## config.mk

```make
export PLATFORM = sky130hd
export DESIGN_NAME = fpga_link_rx_buffer
export DESIGN_NICKNAME = d
export VERILOG_FILES = /design/src/rtl/fpga_link_rx_buffer.sv
export SDC_FILE = /design/constraint.sdc
export NUM_CORES = 1
export LEC_CHECK = 0
export ABC_CLOCK_PERIOD_IN_PS = 3570
export CELL_PAD_IN_SITES_DETAIL_PLACEMENT = 0
export CELL_PAD_IN_SITES_GLOBAL_PLACEMENT = 1
export CORE_ASPECT_RATIO = 0.7
export CORE_UTILIZATION = 45
export CTS_BUF_LIST = sky130_fd_sc_hd__clkbuf_8
export DETAILED_ROUTE_END_ITERATION = 6
export PLACE_DENSITY_LB_ADDON = 0.1
export SLEW_MARGIN = 15
export SYNTH_ARGS = -nofsm -noshare
export SYNTH_HDL_FRONTEND = slang
export SYNTH_SLANG_ARGS = --single-unit
export TNS_END_PERCENT = 5
```

## constraint.sdc

```tcl
create_clock -name clock -period 3.57 [get_ports clock]
set_input_delay 0.714 -clock clock [delete_from_list [all_inputs] [get_ports clock]]
set_output_delay 0.714 -clock clock [all_outputs]
set_load 0.01 [all_outputs]
```

## src/rtl/fpga_link_rx_buffer.sv

```systemverilog
`default_nettype none
// ============================================================================
// Module   : fpga_link_rx_buffer
// Purpose  : Acknowledging receive FIFO behind fpga_protocol; back-pressures when full.
// Revision : 1.0
// ============================================================================
module fpga_link_rx_buffer #(
    parameter int DEPTH  = 16,
    parameter int ADDR_W = 4
) (
    input  logic              clock,
    input  logic              reset,
    input  logic [7:0]        link_data,
    input  logic              link_received,
    output logic              link_processed,
    input  logic              rd_en,
    output logic [7:0]        rd_data,
    output logic              rd_valid,
    output logic              empty,
    output logic              full,
    output logic [ADDR_W:0]   level,
    output logic [15:0]       total_bytes
);

    localparam logic [1:0]      c_st_idle      = 2'd0;
    localparam logic [1:0]      c_st_ack       = 2'd1;
    localparam logic [1:0]      c_st_wait_drop = 2'd2;
    localparam logic [ADDR_W:0] c_full_level   = (ADDR_W + 1)'(DEPTH);

    logic [1:0]        r_state;
    logic [1:0]        w_next_state;
    logic [7:0]        r_mem [DEPTH];
    logic [ADDR_W-1:0] r_wr_ptr;
    logic [ADDR_W-1:0] r_rd_ptr;
    logic [ADDR_W:0]   r_level;
    logic [15:0]       r_total;
    logic [7:0]        r_rd_data;
    logic              r_rd_valid;
    logic              w_empty;
    logic              w_full;
    logic              w_wr_en;
    logic              w_rd_en;

    assign w_empty = (r_level == '0);
    assign w_full  = (r_level == c_full_level);

    // Eligibility uses the registered full flag, so a same-cycle read never frees a slot early
    assign w_wr_en = (r_state == c_st_idle) && link_received && !w_full;
    assign w_rd_en = rd_en && !w_empty;

    always_ff @(posedge clock) begin
        if (reset) begin
            r_state <= c_st_idle;
        end else begin
            r_state <= w_next_state;
        end
    end

    always_comb begin
        w_next_state = r_state;
        case (r_state)
            c_st_idle:      if (w_wr_en)        w_next_state = c_st_ack;
            c_st_ack:                           w_next_state = c_st_wait_drop;
            c_st_wait_drop: if (!link_received) w_next_state = c_st_idle;
            default:                            w_next_state = c_st_idle;
        endcase
    end

    always_ff @(posedge clock) begin
        if (w_wr_en) begin
            r_mem[r_wr_ptr] <= link_data;
        end
    end

    always_ff @(posedge clock) begin
        if (reset) begin
            r_wr_ptr   <= '0;
            r_rd_ptr   <= '0;
            r_level    <= '0;
            r_total    <= '0;
            r_rd_data  <= '0;
            r_rd_valid <= 1'b0;
        end else begin
            r_rd_valid <= w_rd_en;
            if (w_wr_en) begin
                r_wr_ptr <= r_wr_ptr + ADDR_W'(1);
                r_total  <= r_total + 16'd1;
            end
            if (w_rd_en) begin
                r_rd_data <= r_mem[r_rd_ptr];
                r_rd_ptr  <= r_rd_ptr + ADDR_W'(1);
            end
            case ({w_wr_en, w_rd_en})
                2'b10:   r_level <= r_level + (ADDR_W + 1)'(1);
                2'b01:   r_level <= r_level - (ADDR_W + 1)'(1);
                default: r_level <= r_level;
            endcase
        end
    end

    assign link_processed = (r_state == c_st_ack);
    assign rd_data        = r_rd_data;
    assign rd_valid       = r_rd_valid;
    assign empty          = w_empty;
    assign full           = w_full;
    assign level          = r_level;
    assign total_bytes    = r_total;

endmodule
`default_nettype wire

```

# --- Yosys cells after proc, flatten, opt, wreduce, memory -nomap -nowiden ---
# Memory sizes are Yosys's and may differ from the RTL's. A register that Yosys moved wholly into a read port is not among the register bits.
# Index checks and enable logic that the tools add are counted.
classes:
  mux: 6
  n_eq_ne: 7
  addsub: 5
  n_reduce_logical: 9
ops:
  columns: ["op", "n"]
  rows:
  - ["$add 16x1->16 const B", 1]
  - ["$pmux 5 s2", 1]
  - ["$add 4x1->4 const B", 2]
  - ["$pmux 2 s3", 1]
  - ["$add 5x1->5 const B", 1]
  - ["$eq 5x5->1 const B", 1]
  - ["$logic_not 5->1", 1]
  - ["$sub 5x1->5 const B", 1]
  - ["$eq 2x1->1 const B", 2]
  - ["$eq 2x2->1 const B", 2]
  - ["$mux 2", 2]
  - ["$ne 2x2->1 const B", 2]
  - ["$logic_and 1x1->1", 3]
  - ["$logic_not 1->1", 2]
  - ["$logic_not 2->1", 1]
  - ["$mux 1", 2]
  - ["$reduce_and 2->1", 1]
  - ["$reduce_bool 2->1", 1]
word_totals:
  ramBits: 128
  in_bits: 12
  mem_count: 1
  reg_bits: 32
  wordCells: 34
  output_inout_bits: 33
memory_table:
  columns: ["memory", "words", "word_bits", "read_ports", "rd_ports_with_merged_regs", "write_ports", "line_no", "text"]
  rows:
  - ["r_mem", 16, 8, 1, 1, 1, "32", "logic [7:0] r_mem [DEPTH];"]

# --- Longest topological paths before layout ---
logic_depth:
  depth_word: 5
  mapped_depth: 11
  ltp_nobuf: 9

# --- Worst setup path before layout ---
# Ideal clock, no wire load.
synth_path:
  kind: "input-to-reg"
  start: "input link_received"
  end: "register r_level[4] (netlist: level[4])"
  cell_stages: 11
  path_buffers: 2
  setup_time_ps: 121
  path_slack_ps: 226
  required_time_ps: 3449
  arrival_time_ps: 3223
  path_cell_list: "or3b_4 -> a21oi_4 -> inv_2 -> buf_6 -> buf_2 -> ha_1 -> fa_1 -> a21o_1 -> a21oi_1 -> mux2i_1 -> mux2_2"
synth_between:
  elab_chain_len: 4
  elab_cells_between_ends: 6
  classes_between: "eq/ne: 2; mux: 1; reduce/logical: 3"
synth_rtl:
  columns: ["item", "line_no", "text"]
  rows:
  - ["from (decl)", "14", "input logic link_received,"]
  - ["$logic_and 1x1->1 * (2 in a row)", "48", "assign w_wr_en = (r_state == c_st_idle) && link_received && !w_full;"]
  - ["$eq 2x1->1 or $eq 2x2->1 (tied branches)", "93", "case ({w_wr_en, w_rd_en})"]
  - ["$pmux 5 s2 or $reduce_bool 2->1 (tied branches)", null, null]
  - ["to (signal assigned)", "94", "2'b10: r_level <= r_level + (ADDR_W + 1)'(1);"]
  - ["to (signal assigned)", "95", "2'b01: r_level <= r_level - (ADDR_W + 1)'(1);"]
  - ["to (signal assigned)", "96", "default: r_level <= r_level;"]
  - ["to (decl)", "35", "logic [ADDR_W:0] r_level;"]
# Mark *: on every way between the ends. The rest lies on a longest branch, timed or not.
# A chain may end at the register's enable or synchronous reset.

# --- Final worst setup path ---
# Same ends and word-level chain as after synthesis.

==> impl_metrics.tcl <==
set metrics [dict create \
    status "complete, no violations" \
    synthMuxAreaShare_pct 10.3 \
    skew_ps 13.2 \
    h-tree-depth 4 \
    yosysTopAreaCell "edfxtp_1" \
    gr-usage-met3_pct 4.55 \
    ys_ff_latch 168 \
    max_freq_mhz 320 \
    core_mm2 0.0148 \
    whs_endpoint "total_bytes[12]" \
    die_h_um 105 \
    yosysUniqueCellTypes 43 \
    start_util_pct 46.3 \
    cts_hold_buf 0 \
    final_common_cell "edfxtp_1" \
    post-route-period-util_pct 87.5 \
    min_path_type "reg -> reg" \
    synthSimpleGateAreaFrac_pct 8.48 \
    synth_edf_count 128 \
    fin_crit_ps 3120 \
    dieWidth_um 150 \
    synthArstFlopShare_pct 0 \
    synth_top_cell_area_share_pct 56.0 \
    place_inst 720 \
    drt-total-wl_um 14700 \
    antenna_found_initial 0 \
    critical_path.max_fanout 5 \
    yosysSeqAreaShare_pct 67.7 \
    synthCells 486 \
    finalPower_mw 4.62 \
    syn_area_per_cell_um2 14.1 \
    hold_viol 0 \
    crit_arrival_ps 3450 \
    whs_path_depth 2 \
    stdcell_area_mm2 0.00796 \
    rsz0062_at_grt "false" \
    drtAntennaViolNets 0 \
    cts_tree "done" \
    grt_max_degree 41 \
    synth-adder-area-share_pct 2.12 \
    synth.area.top_cells "edfxtp_1 56%, dfxtp_1 12%, mux2i_1 9.8%" \
    drive_gt1_share_pct 11.5 \
    viasPerCell 5.45 \
    synth-compound-area-share_pct 7.39 \
    numCtsBuffers 17 \
    clkTransAtPathRegs_ps 80 \
    synth_ff_type "edfxtp_1" \
    cts.sinks 168 \
    required_ps 3900 \
    grt_pass1_vias 3936 \
    row_count 37 \
    grtUsageMet2_pct 27.8 \
    diodes 0 \
    yosys_warnings 0 \
    grt_overflow 0 \
    area_growth_syn_to_layout_pct 16.0 \
    cts_buffer_depth 2 \
    reg2reg_slack_ps 530 \
    layout_common_cells "128 x edfxtp_1, 67 x mux2i_1, 44 x nor2_1, 44 x clkdlybuf4s50_1, 39 x dfxtp_1" \
    synth_fp_nets 509 \
    vias 4099 \
    cp-start-kind "primary input" \
    slew_violations 0 \
    r2r_cells 8 \
    synth-xor-area-share_pct 1.79 \
    end_kind "register" \
    drc_errors 0 \
    dieArea_mm2 0.0158 \
    setup-violations-final 0 \
    setup-tns-final_ps 0 \
    root_buffer "clkbuf_8" \
    timing_worst_slew_pin_value_ps 832 \
    crit_start "link_received" \
    grt_pass1_wl_um 22600 \
    dr.pass1.iters 4 \
    slew_headroom_pct 44.4 \
    drv_cap 0 \
    p_leak_nw 2.52 \
    cts_setup_buffers 0 \
    r2r_end "level[4]" \
    port_buffers 44 \
    busiest_layer "met1" \
    post_dp_cell_area_mm2 0.00762 \
    final_nets 567 \
    ir_drop_uv 316 \
    r2r-start "level[0]" \
    synth_top_family_by_area "multiplexers" \
    gp_congestion 0.792 \
    pin_count 45 \
    syn_area_mm2 0.00686 \
    powerDensity_mw_per_mm2 580 \
    dp_hpwl_um 10000 \
    grt_usage_pct 20.0 \
    use_met1_pct 30.9 \
    worstHoldStart "total_bytes[12]" \
    post_cts_resized 0 \
    layoutNonFillerInstCount 752 \
    detail_route.iter0.violations 257 \
    clkLatencyLatePin_ps 440 \
    wl_per_cell_um 19.5 \
    critPathKind "in -> reg" \
]
-- synth_stat cells (4+ instances only) --
cell type and number:
dfxtp_1 40, nor2b_1 4, o22ai_1 32, xnor2_1 8, buf_2 8, nor3_1 4, nor2_1 44, edfxtp_1 128
buf_1 4, nor4_1 10, nand3b_1 5, or4_1 8, mux2i_1 67, ha_1 10, nand3_1 5, a21oi_1 13
nand2_1 14, clkbuf_1 17, xor2_1 6, o31ai_1 8, inv_1 6, a211oi_1 10
-- worst max-delay path by stage --
stage / slack [ps] / cells past startpoint / endpoint
CTS: 470 / 10 / level[4]
global route: 350 / 10 / level[4]
global placement: 80 / 10 / level[4]
finish: 450 / 10 / level[4]
floorplan: 230 / 11 / level[4]
detailed placement: -20 / 10 / level[4]
-- registers in the layout, indices dropped and copies added, names as in the netlist --
signal	flops
level	5
r_mem	128
r_rd_ptr	4
r_state	2
r_wr_ptr	4
rd_data	8
rd_valid	1
total_bytes	16
-- power breakdown --
part | internal, mW | leakage, nW | switching (mW)
Combinational | 0.468 | 0.851 | 0.612
Sequential | 2.23 | 1.48 | 0.131
Clock | 0.530 | 0.191 | 0.646
-- layout make-up --
cell class / instances / area, um2
fillers: 1255 / 6860
flip-flops and latches: 168 / 4650
multi-input cells: 281 / 2060
repair buffers: 69 / 641
well taps: 195 / 244
clock buffers: 17 / 234
clock inverters: 15 / 103
inverters: 7 / 26.3
-- per-stage QoR --
stage | setup WS, ps | util [%] | hold WS, ps
floorplan | 226 | - | 482
finish | 446 | 53.7 | 500
global placement | 75.8 | 51.4 | 470
detailed placement | -15.3 | 51.4 | 487
CTS | 468 | 53.7 | 500
global route | 354 | 53.7 | 529
-- logic make-up (layout without fill, tap and decap cells) --
logic type,Yosys count,count (layout)
and+or+nand+nor,111,111
buffers and inverters,37,108
muxes,70,70
xor gates and xnor gates,14,14
adders and majority gates,11,11
DFF,168,168
AOI/OAI and AO/OA,75,75
-- per-layer routing --
metal,wire length (um),vias up
met5,0,-
met1,7630,2036
met4,120,0
met2,6280,68
met3,669,9
li1,-,1986
-- critical path, stage by stage --
cell and delay (ps):
clkdlybuf4s50_1 490, or3b_4 430, a21oi_4 140, inv_2 50, ha_1 260, fa_1 410
a21o_1 200, a21oi_1 180, mux2i_1 220, mux2_2 350
Note: power is estimated with default switching activity, not from simulation.
